===== src/rtl/control_multiciclo.sv =====
`default_nettype none
// ============================================================================
//  Module   : control_multiciclo
//  Purpose  : Multicycle processor control FSM for R-type, lw and sw.
//             Sequences FETCH / DECODE / EXEC / MEM / WB. An unsupported
//             opcode parks the FSM in ERR until reset.
//  Options  : INSTR_COUNT_EN - when defined, instr_count counts retired
//             instructions (one per done cycle, 16-bit wrap). Otherwise it
//             is tied to zero.
//  Revision : 1.0 - initial release
// ============================================================================
module control_multiciclo #(
  parameter logic [5:0] OP_RTYPE = 6'b000000,
  parameter logic [5:0] OP_LW    = 6'b100011,
  parameter logic [5:0] OP_SW    = 6'b101011
) (
  input  logic        clk,
  input  logic        rst_n,
  input  logic        run,
  input  logic        instr_valid,
  input  logic [5:0]  op_code,
  input  logic        mem_ready,
  output logic        pc_write,
  output logic        ir_write,
  output logic        reg_write,
  output logic        mem_read_enable,
  output logic        mem_write_enable,
  output logic        mem_to_reg,
  output logic [2:0]  alu_op_code,
  output logic        busy,
  output logic        done,
  output logic        illegal,
  output logic [2:0]  state,
  output logic [15:0] instr_count
);

  typedef enum logic [2:0] {
    IDLE   = 3'd0,
    FETCH  = 3'd1,
    DECODE = 3'd2,
    EXEC   = 3'd3,
    MEM    = 3'd4,
    WB     = 3'd5,
    ERR    = 3'd6
  } state_t;

  localparam logic [2:0] C_ALU_ADD   = 3'b000;
  localparam logic [2:0] C_ALU_RTYPE = 3'b010;

  state_t     r_state;
  state_t     w_next_state;
  logic [5:0] r_opcode;

  logic w_is_rtype;
  logic w_is_lw;
  logic w_is_sw;

  assign w_is_rtype = (r_opcode == OP_RTYPE);
  assign w_is_lw    = (r_opcode == OP_LW);
  assign w_is_sw    = (r_opcode == OP_SW);

  // State register and opcode latch; reset abandons any instruction at once.
  always_ff @(posedge clk or negedge rst_n) begin
    if (!rst_n) begin
      r_state  <= IDLE;
      r_opcode <= 6'd0;
    end else begin
      r_state <= w_next_state;
      if (r_state == FETCH && instr_valid) begin
        r_opcode <= op_code;
      end
    end
  end

  // Next-state and strobe decode. done/illegal depend on state only, except
  // the sw completion in MEM which follows mem_ready in the same cycle.
  always_comb begin
    w_next_state     = r_state;
    pc_write         = 1'b0;
    ir_write         = 1'b0;
    reg_write        = 1'b0;
    mem_read_enable  = 1'b0;
    mem_write_enable = 1'b0;
    mem_to_reg       = 1'b0;
    alu_op_code      = C_ALU_ADD;
    busy             = 1'b0;
    done             = 1'b0;
    illegal          = 1'b0;
    case (r_state)
      IDLE: begin
        if (run) w_next_state = FETCH;
      end
      FETCH: begin
        if (instr_valid) begin
          pc_write     = 1'b1;
          ir_write     = 1'b1;
          w_next_state = DECODE;
        end
      end
      DECODE: begin
        busy = 1'b1;
        if (w_is_rtype || w_is_lw || w_is_sw) w_next_state = EXEC;
        else                                  w_next_state = ERR;
      end
      EXEC: begin
        busy         = 1'b1;
        alu_op_code  = w_is_rtype ? C_ALU_RTYPE : C_ALU_ADD;
        w_next_state = w_is_rtype ? WB : MEM;
      end
      MEM: begin
        busy             = 1'b1;
        mem_read_enable  = w_is_lw;
        mem_write_enable = w_is_sw;
        if (mem_ready) begin
          if (w_is_lw) begin
            w_next_state = WB;
          end else begin
            done         = 1'b1;
            w_next_state = run ? FETCH : IDLE;
          end
        end
      end
      WB: begin
        busy         = 1'b1;
        reg_write    = 1'b1;
        mem_to_reg   = w_is_lw;
        done         = 1'b1;
        w_next_state = run ? FETCH : IDLE;
      end
      ERR: begin
        illegal = 1'b1;
      end
      default: begin
        w_next_state = IDLE;
      end
    endcase
  end

  assign state = r_state;

`ifdef INSTR_COUNT_EN
  logic [15:0] r_instr_count;

  // Retired-instruction counter; wraps naturally at 16 bits.
  always_ff @(posedge clk or negedge rst_n) begin
    if (!rst_n) begin
      r_instr_count <= 16'h0000;
    end else if (done) begin
      r_instr_count <= r_instr_count + 16'h0001;
    end
  end

  assign instr_count = r_instr_count;
`else
  assign instr_count = 16'h0000;
`endif

endmodule
`default_nettype wire

===== config.mk =====
export PLATFORM = sky130hd
export DESIGN_NAME = control_multiciclo
export DESIGN_NICKNAME = d
export VERILOG_FILES = /design/src/rtl/control_multiciclo.sv
export SDC_FILE = /design/constraint.sdc
export NUM_CORES = 1
export LEC_CHECK = 0
export BUFFER_PORTS_ARGS = -buffer_cell sky130_fd_sc_hd__buf_4
export CORE_UTILIZATION = 39
export DETAILED_ROUTE_END_ITERATION = 6
export GPL_TIMING_DRIVEN = 0
export PLACE_DENSITY = 0.74
export SKIP_LAST_GASP = 1
export SYNTH_ARGS = -nofsm -noshare
export SYNTH_HDL_FRONTEND = slang
export SYNTH_SLANG_ARGS = --single-unit

===== constraint.sdc =====
create_clock -name clk -period 1.6 [get_ports clk]
set_input_delay 0.16 -clock clk [delete_from_list [all_inputs] [get_ports clk]]
set_output_delay 0.16 -clock clk [all_outputs]
set_load 0.01 [all_outputs]

== Word level (Yosys, flattened, before mapping) ==
Cells that the tools add are included.

* Flip-flop bits (word level): 9
* Bits in latches: 0
* Memory bits (writable): 0
* ROM bits: 0
* Input bits: 11
* Output and inout port bits: 31
* Logic and storage cells: 42
* Memories kept: 0

* Add/sub/neg operators: 0
* Multipliers: 0
* Div/mod/pow operators: 0
* Magnitude comparators: 0
* Eq/ne operators: 11
* Shift operators: 0
* Muxes and demuxes: 21
* Bitwise logic cells: 1
* Reduce and logical (&&, ||, !) cells: 7

{| class="wikitable"
|+ Operators with widths
! operator !! number
|-
| case mux 3 bit (7 select lines) || 1
|-
| 2-to-1 mux 3 bit || 5
|-
| equality test 6 bit (second input constant) || 2
|-
| 2-to-1 mux 1 bit || 12
|-
| equality test 3 bit (second input constant) || 3
|-
| equality test 3 x 2 -> 1 bit (second input constant) || 2
|-
| logical NOT 6 bit || 1
|-
| inequality test 2 bit (second input constant) || 3
|-
| 2-to-1 mux 2 bit || 2
|-
| AND reduction 4 bit || 1
|-
| OR reduction 4 bit || 1
|-
| equality test 3 x 1 -> 1 bit (second input constant) || 1
|-
| logical NOT 3 bit || 1
|-
| logical OR 1 bit || 2
|-
| case mux 1 bit (2 select lines) || 1
|-
| logical AND 1 bit || 1
|-
| NOT 1 bit || 1
|}

== Depth between registers and ports, before layout ==
Gate-level depths: netlist of the first run.

* Depth in word-level cells: 5
* Gate-level depth with buffers: 4
* Gate-level depth less buffers: 4

== Worst setup path after synthesis of the first run ==
No wires, ideal clock.

* Kind: flip-flop to flip-flop
* Start point: reg r_state[2], in the netlist state[2]
* End point: reg r_opcode[0]
* Setup time: 0.125 ns
* Data arrival time: 1.451 ns
* Required time: 1.475 ns
* Slack: 0.025 ns
* Cell stages (with the launch flop): 5
* Path buffers: 1
* Period minus slack after synthesis: 1.575 ns
* Cell sequence: dfrtp_1 -> inv_1 -> and4_1 -> clkbuf_1 -> mux2_2

* Longest elaborated chain between the ends: 2

{| class="wikitable"
|+ Ends and longest elaborated chain
! element !! RTL line !! RTL
|-
| start, declared || 50 || <nowiki>state_t r_state;</nowiki>
|-
| start signal, assigned || 68 || <nowiki>r_state <= w_next_state;</nowiki>
|-
| equality test 3 x 1 -> 1 bit || 69 || <nowiki>if (r_state == FETCH && instr_valid) begin</nowiki>
|-
| logical AND 1 bit || 69 ||
|-
| end signal, assigned || 70 || <nowiki>r_opcode <= op_code;</nowiki>
|-
| end, declared || 52 || <nowiki>logic [5:0] r_opcode;</nowiki>
|}

Every way passes these cells.
A chain may end at the register's enable or synchronous reset.

== Worst setup path after layout of the first run ==
* Start point: reg r_opcode[5]
* End point: out alu_op_code[1]

* Longest elaborated chain between the ends: 3

{| class="wikitable"
|+ Ends and longest elaborated chain
! element !! RTL line !! RTL
|-
| logical NOT 6 bit || 58 || <nowiki>assign w_is_rtype = (r_opcode == OP_RTYPE);</nowiki>
|-
| 2-to-1 mux 2 bit || 107 || <nowiki>alu_op_code = w_is_rtype ? C_ALU_RTYPE : C_ALU_ADD;</nowiki>
|-
| 2-to-1 mux 2 bit || 89 || <nowiki>case (r_state)</nowiki>
|-
| end, declared || 29 || <nowiki>output logic [2:0] alu_op_code,</nowiki>
|}

Every way passes these cells.

==> impl_results.md, run 1 <==
* Peak supply drop at between 0.9 and 1 mV
* Core Region at 1780 sq um
* FF-to-FF path depth at 3
* Slowest cell on crit path: or4_4
* Largest net degree at the start of global routing at 11
* Reg2reg start: r_opcode[5]
* Worst path bufs/invs at 1
* CTS tree: done
* Initial antenna violation count at 0
* # IOs at 42
* Worst-path clk slew at 0.07 ns
* Worst Skew at 0.00946 ns
* Compound-Gate Fraction of Synth Area at 0.135
* Async SR Flop Fraction at 1.00
* Die height at 46.5 um
* Post-Synth Simple-Gate Area at 0.203
* FF-to-FF setup slack at -0.05 ns
* Synth cell types at 33
* Die width at 46.5 um
* Cell count along the critical path at 3
* Min Tclk post-route at 1.72 ns
* Dpl hpwl at 1330 um
* Worst Slack Setup Final at -0.117 ns
* Post-synthesis register bit count at 9
* Syn Inst Count at 84
* Post-synth EDFFs at 0
* Remaining DRCs at 0
* Starting DRT DRC Count at 30
* Final setup TNS at -0.299 ns
* Layout area overhead at 55.2%
* Most frequent cells in the layout: buf_4 (48), conb_1 (18), dfrtp_1 (7)
* Crit. End Element: primary output
* Routability Congestion at just over 0.9
* Worst setup endpoint: alu_op_code[1]
* Part of the Yosys area used for sequential elements at 0.292
* CTS sink cnt at 9
* Post-Place Setup Slack at -0.130 ns
* Worst setup startpoint: r_opcode[5]
* Post-Synth Adder-Cell Area at 0.0325
* Yosys top cell area share at 0.292
* Largest family of logic cells by synthesized area: buffers and inverters
* Ant diodes at 0
* ANT nets after route at 0
* Critical Path RT at 1.44 ns
* Worst hold stages at 2
* Gr ovfl total at 0
* Vias at between 700 and 800
* Seq. cell area at 228 sq um
* Top cells by area, synth: dfrtp_1 (29%), buf_4 (19%), mux2_2 (8.8%)
* CP max FO at 3
* Most common cell after layout, fill and taps aside: buf_4
* Post-Syn Area at 771 sq um
* Final nets at roughly 150
* Crit Path Class: reg2out
* GRT Total Usage at 0.197
* Filler cells at between 100 and 150
* Clock Latency Late Sink at roughly 0.27 ns
* Die footprint at 2160 sq um
* Yosys warning total at 0
* First-pass GRT wire length at 2990 um
* CP Launch Type: flip-flop
* Max-cap viol count at 0
* Share of layout cells above drive strength 1 at 0.545
* Tightest Hold Check Type: in2reg
* Yosys top cell by area: dfrtp_1
* Post-Synth XOR/XNOR Area at 0
* Avg Cell Area, Syn at roughly 9.2 sq um
* Detailed-router iteration count before antenna repair at 4
* Status: finished, violations left
* Multi-input logic area at 483 sq um
* CP peak stage delay at 0.58 ns
* Final WL at ~1900 um
* FF-to-FF End: state[2]
* H-tree depth at 1
* Initial core utilization at 0.432
* Post-Route Utilization at 0.671
* # rows at 15
* Crit path cell chain: or4_4 -> nor3_4 -> buf_6
* CTS Buf Count at 3
* Clock Path Buffers at 2
* Violated checks: setup timing
* Final hold violations at 0
* Fmax at 583 MHz
* Worst hold slack at between 0.1 and 0.15 ns
* Total chip power at approximately 1.8 mW
* Ys flop type: dfrtp_1
* Leakage power at 0.604 nW
* Root Buffer: clkbuf_4
* Port Buffers at 23
* Vias/cell at 4.76
* Max Slew Vio Count at 0
* Post-synthesis mux area share at 0.101
* RSZ-0062 raised after global routing: yes
* CP top delay family: simple AND/OR/NAND/NOR gates
* Final worst-path cycle share at 1.07
* Endpoints failing setup at 6
* Power Dens Cells at 1470 nW/um^2
* Post-DR wirelength/cell at 11.6 um
* Vias in the first global route at 647
* WP data arrival at 1.56 ns
-- repair_timing --
action | in CTS | in global routing
pin swaps | 0 | 5
resized for setup | 12 | 9
hold buffers | 1 | 0
setup endpoints to repair | 14 | 9
endpoints found under the hold margin | 9 | 0
setup buffers | 4 | 2
cloned | 0 | 0
-- where the power goes --
group / internal (mW) / switching, mW
clock network: 0.0924 / 0.0915
registers: 0.346 / 0.152
logic: 0.571 / 0.501
total: 1.01 / 0.744
-- worst register-to-register path: cells and delay by family (launching register included) --
kind               cells  cell delay, ns
DFF                    1            0.40
AOI/OAI and AO/OA      2            0.55
and+or+nand+nor        1            0.58
-- stage by stage --
stage / cells / instance area (sq um)
6_report: 159 / 1200
2_1_floorplan: 101 / 835
3_5_place_dp: 149 / 1040
3_3_place_gp: 149 / 1040
4_1_cts: 157 / 1140
5_1_grt: 159 / 1200
-- how the worst min path moves through the flow --
stage,startpoint,slack (ns),to
after detailed placement,rst_n,-0.01,state[2]
after global placement,rst_n,-0.01,state[1]
after global routing,op_code[1],0.11,r_opcode[1]
after floorplan,rst_n,-0.14,r_opcode[0]
after CTS,op_code[2],0.11,r_opcode[2]
final,op_code[2],0.12,r_opcode[2]
-- area by class of cell --
cell class	instances	share of cell area
plain buffers	22	0.144
clock buffers	3	0.0188
clock inverters	1	0.00418
inverters	5	0.0188
multi-input cells	64	0.404
flip-flops and latches	9	0.190
well taps	25	0.0262
repair buffers	30	0.194
-- kinds of logic (layout without fill, tap and decap cells) --
logic type | after synthesis | in the layout
mux | 7 | 7
simple gates | 25 | 25
flops | 9 | 9
other cells | 1 | 18
compound gates | 12 | 12
fa+ha+maj | 2 | 2
buf+inv | 28 | 61
-- routing by layer --
layer  track usage  up-vias  part of all wire  routed length [um]
li1              -      369                 -                   -
met2         0.297       46              0.48                 883
met3        0.0392        4             0.077                 142
met4         0.100        0             0.015                  28
met1         0.264      338              0.43                 797
met5             0        -                 0                   0
-- flip-flops by register name (all words and copies together) (netlist names) --
name	count
state	3
r_opcode	6
-- cell usage after synthesis (2+ instances only) --
master,number
buf_4,19
dfrtp_1,9
mux2_2,6
inv_1,5
nor3_1,4
a211oi_1,3
nor2_1,3
nor4_1,3
a32o_1,2
and2_1,2
buf_2,2
clkbuf_1,2
ha_1,2
nand2_1,2
nor2b_1,2
No activity file was read; power rests on OpenSTA's default activity.
==> run 2, diff against run 1 <==
==> constraint.sdc (replaced) <==
create_clock -name clk -period 1.41 [get_ports clk]
set_input_delay 0.141 -clock clk [delete_from_list [all_inputs] [get_ports clk]]
set_output_delay 0.141 -clock clk [all_outputs]
set_load 0.02 [all_outputs]
==> run 2 against run 1 <==
Effect of this change:
- the run still ends with setup timing left
- clock skew is 0.0090 ns lower
- first-iteration DRC count is 70% lower
- sequential power is 19% higher
- flip-flop and latch count stayed put
- largest cell class unchanged
==> impl_results.md, run 2 (synthesized netlist as in run 1, its figures left out) <==
* Vias/cell at 4.97
* CP Launch Type: flip-flop
* Share of layout cells above drive strength 1 at 0.691
* Most common cell after layout, fill and taps aside: buf_4
* Max reg flops at 6
* Clock Path Buffers at 2
* Post-DR wirelength/cell at 16.7 um
* Worst Skew at about 0.00048 ns
* Top reg by flops: r_opcode
* Status: finished, violations left
* ANT nets after route at 0
* Most frequent CP cell: buf_6
* Violated checks: setup timing
* Initial antenna violation count at 0
* Tightest Hold Check Type: in2reg
* Die height at around 46 um
* RSZ-0062 raised after global routing: yes
* Detailed-router iteration count before antenna repair at 4
* Clock Latency Late Sink at 0.25 ns
* Most frequent cells in the layout: buf_4 (50), buf_6 (18), conb_1 (18)
* Slowest cell on crit path: dfrtp_2
* GRT Total Usage at 0.246
* Core Region at approximately 1800 sq um
* Hold Path End: r_opcode[1]
* CP max FO at 4
* Fmax at 567 MHz
* Reg2reg start: r_opcode[4]
* Routability Congestion at 0.785
* Layout area overhead at 98.2%
* CP peak stage delay at roughly 0.42 ns
* FF-to-FF setup slack at -0.35 ns
* Post-Route Utilization at 0.857
* Final setup TNS at -3.82 ns
* Met2 Use GR at 0.442
* Final worst-path cycle share at 1.25
* CTS Buf Count at 3
* CP top delay family: compound AO/OA/AOI/OAI gates
* FF-to-FF End: state[2]
* DP Area at 1090 sq um
* H-tree depth at 1
* Largest net degree at the start of global routing at 11
* Final nets at 166
* Final hold violations at 0
* Worst Slack Setup Final at -0.355 ns
* Worst hold slack at 0.113 ns
* Port Buffers at 23
* Worst-path clk slew at 0.06 ns
* # rows at 15
* Leakage power at ~0.75 nW
* Die width at 46.5 um
* Crit Path Class: reg2reg
* GR peak layer: met2
* Vias at just under 900
* Final WL at 2960 um
* Max-cap viol count at 0
* Gr ovfl total at 0
* Inst Count DP at approximately 150
* Worst hold stages at 2
* Power Dens Cells at 1970 nW/um^2
* Final instance area at 1530 sq um
* Min Tclk post-route at 1.76 ns
* Remaining DRCs at 0
* Root Buffer: clkbuf_4
* Critical Path RT at ~1.6 ns
* Worst path bufs/invs at 2
* Dpl hpwl at 1450 um
* FF-to-FF path depth at 5
* Peak supply drop at approximately 1.6 mV
* Hold_sp: op_code[1]
* Ant diodes at 0
* Max Slew Vio Count at 0
* Die footprint at 2160 sq um
* Vias in the first global route at about 800
* WP data arrival at 1.91 ns
* CTS sink cnt at 9
* CTS tree: done
* Post-route non-filler standard cell count at about 180
* Routing usage on met3 at 0.0118
* Endpoints failing setup at 19
* # IOs at 42
* Crit path cell chain: buf_6 -> buf_6 -> or3_1 -> a221o_1 -> a32o_2
* Initial core utilization at 0.432
* Grt met1 use at 0.302
* Starting DRT DRC Count at 9
* First-pass GRT wire length at 3590 um
* Crit. End Element: flip-flop
run 2: power by group:
group / total (mW) / switching (mW) / internal (mW)
clock network: 0.194 / 0.0848 / 0.109
registers: 0.593 / 0.194 / 0.399
logic: 2.22 / 1.07 / 1.15
run 2: routing by layer:
layer / vias to the layer above / part of all wire
met5: - / 0
met4: 0 / 0.029
met3: 10 / 0.054
met2: 48 / 0.53
met1: 414 / 0.39
li1: 407 / -
run 2: stage by stage:
stage / total power, mW / worst slack (ns)
after detailed placement: 1.73 / -0.217
after CTS: 2.52 / -0.285
after global placement: 1.70 / -0.225
after floorplan: 1.39 / -0.139
after global routing: 3.12 / -0.370
final: 3.00 / -0.355
run 2: what timing repair did:
| action | in CTS | in global routing |
|---|---|---|
| endpoints found under the hold margin | 9 | 0 |
| endpoints found under the setup margin | 17 | 19 |
| buffers inserted | 20 | 3 |
| hold buffers | 1 | 0 |
| pin swaps | 7 | 8 |
| gates resized for setup | 31 | 23 |
run 2: final cells by class:
| cell class | instances | area [sq um] |
|---|---|---|
| plain buffers | 23 | 194 |
| clock buffers | 4 | 26.3 |
| fillers | 92 | 255 |
| inverters | 5 | 27.5 |
| multi-input cells | 64 | 611 |
| flip-flops and latches | 9 | 230 |
| well taps | 25 | 31.3 |
| repair buffers | 47 | 408 |
run 2: worst max path at each step:
stage	slack [ns]	end	cells after the start	from
after detailed placement	-0.22	state[2]	3	r_opcode[5]
after global placement	-0.22	mem_write_enable	5	state[2]
after global routing	-0.37	state[2]	5	r_opcode[4]
after floorplan	-0.14	state[2]	3	r_opcode[5]
after CTS	-0.29	alu_op_code[1]	3	r_opcode[1]
final	-0.35	state[2]	5	r_opcode[4]
==> run 3, diff against run 2 <==
CORE_MARGIN = 5   (was not set)
CORE_UTILIZATION = 41   (was 39)
CTS_BUF_LIST = sky130_fd_sc_hd__clkbuf_8   (was not set)
PLACE_DENSITY = 0.77   (was 0.74)
==> run 3 against run 2 <==
Effect of this change:
- the flow still finishes with violations (setup timing)
- largest cell class unchanged
- highest routed layer unchanged
- global-route usage fell by 6.7 points
- first-iteration DRC count rose to 4.1 times the previous value
- worst setup slack improved by 0.062 ns
- clock-buffer cell count fell by 1
- design area fell by 2.8%
==> impl_results.md, run 3 (synthesized netlist as in run 1, its figures left out) <==
* GRT Total Usage at 0.178
* Die footprint at 2850 sq um
* Sw Pwr at 1.31 mW
* Crit path cell chain: or4_4 -> a221o_1 -> a32o_1
* Pint at 1.64 mW
* Final worst-path cycle share at 1.21
* Clock Path Buffers at 2
* Crit. End Element: flip-flop
* Post-DR wirelength/cell at 18.6 um
* Die width at around 53 um
* Peak supply drop at 1.41 mV
* Fmax at 587 MHz
* CP max FO at 3
* Leakage power at 0.729 nW
* Vias in the first global route at between 800 and 900
* Root Buffer: clkbuf_8
* Post-Route Utilization at 0.842
* Layout area overhead at 92.7%
* Sw frac at 0.444
* Slowest cell on crit path: or4_4
* Core Region at 1760 sq um
* Most frequent cells in the layout: buf_4 (48), conb_1 (18), buf_6 (14)
* Hold_sp: op_code[3]
* CP Launch Type: flip-flop
* Max-cap viol count at 0
* Clock Latency Late Sink at 0.24 ns
* Die height at 53.4 um
* Gr ovfl total at 0
* Initial core utilization at 0.437
* CTS sink cnt at 9
* Worst hold stages at 2
* Largest net degree at the start of global routing at 11
* Combinational fraction of design power at 0.692
* Sequential share of power at 0.203
* Detailed-router iteration count before antenna repair at 4
* CTS Buf Count at 3
* Vias/cell at 5.44
* Routability Congestion at 0.811
* Endpoints failing setup at 18
* CP peak stage delay at between 0.5 and 0.6 ns
* Final hold violations at 0
* FF-to-FF setup slack at -0.29 ns
* Top reg by flops: r_opcode
* Crit Path Class: reg2reg
* Final nets at 161
* Initial antenna violation count at 0
* Dpl hpwl at 1490 um
* CTS tree: done
* Clock power frac at 0.105
* RSZ-0062 raised after global routing: yes
* Max reg flops at 6
* Min Tclk post-route at between 1.5 and 2 ns
* CP top delay family: simple AND/OR/NAND/NOR gates
* Multi-input logic area at ~590 sq um
* Seq. cell area at 230 sq um
* Violated checks: setup timing
* Ant diodes at 0
* Starting DRT DRC Count at 37
* H-tree depth at 1
* Tightest Hold Check Type: in2reg
* Remaining DRCs at 0
* Max Slew Vio Count at 0
* Share of layout cells above drive strength 1 at 0.680
* Status: finished, violations left
* Power Dens Cells at 1990 nW/um^2
* Post-Place Setup Slack at -0.209 ns
* Worst Skew at 0.00318 ns
* ANT nets after route at 0
* Vias at between 900 and 1000
* FF-to-FF path depth at 3
* Port Buffers at 23
* Worst-path clk slew at 0.05 ns
* # IOs at 42
* WP data arrival at 1.82 ns
* Most common cell after layout, fill and taps aside: buf_4
* Hold Path End: r_opcode[3]
* First-pass GRT wire length at 3570 um
* # rows at 15
* Final WL at about 3200 um
* Worst Slack Setup Final at -0.293 ns
* Critical Path RT at 1.53 ns
* Filler cells at 107
* Reg2reg start: r_opcode[5]
* Worst path bufs/invs at 0
* FF-to-FF End: state[2]
-- run 3: worst max path at each step --
stage,startpoint,endpoint,slack [ns],depth (start not counted)
3_5_place_dp,r_opcode[5],state[2],-0.21,3
6_report,r_opcode[5],state[2],-0.29,3
5_1_grt,r_opcode[5],alu_op_code[1],-0.32,3
4_1_cts,r_opcode[5],alu_op_code[1],-0.26,3
2_1_floorplan,r_opcode[5],state[2],-0.14,3
3_3_place_gp,r_opcode[5],state[2],-0.20,3
-- run 3: stage by stage --
stage	hold slack [ns]	std cells	instance area, sq um	setup TNS [ns]	power (mW)
after global placement	-0.0322	149	1090	-0.842	1.68
final	0.136	172	1490	-2.50	2.95
after floorplan	-0.155	101	891	-0.877	1.39
after CTS	0.135	165	1350	-1.78	2.47
after detailed placement	-0.0278	149	1090	-1.03	1.71
after global routing	0.143	172	1490	-3.10	3.07
-- run 3: power groups by stage --
| stage | clock network, mW | logic, mW | registers (mW) |
|---|---|---|---|
| finish | 0.310 | 2.04 | 0.601 |
| global route | 0.326 | 2.13 | 0.615 |
| CTS | 0.307 | 1.62 | 0.544 |
| detailed placement | 0 | 1.16 | 0.558 |
| global placement | 0 | 1.13 | 0.549 |
| floorplan | 0 | 0.819 | 0.567 |
-- run 3: final cells by class --
| type | count | share of cell area |
|---|---|---|
| clock inverter | 1 | 0.00253 |
| inverter | 5 | 0.0185 |
| sequential | 9 | 0.155 |
| multi-input combinational | 64 | 0.396 |
| buffer | 23 | 0.131 |
| timing repair buffer | 42 | 0.248 |
| tap | 25 | 0.0211 |
| clock buffer | 3 | 0.0278 |
-- run 3: what timing repair did --
| item | in CTS | in global routing |
|---|---|---|
| pin swaps | 5 | 3 |
| endpoints found under the hold margin | 9 | 0 |
| gates cloned | 0 | 0 |
| resized for setup | 28 | 19 |
| hold buffers | 1 | 0 |
| setup endpoints to repair | 17 | 18 |
| buffers inserted | 11 | 7 |
-- run 3: metal layers --
metal,part of all wire,GRT usage,up-vias
met3,0.11,0.0535,27
met1,0.36,0.191,419
met2,0.47,0.302,90
met4,0.055,0.111,0
met5,0,0,-
li1,-,-,399
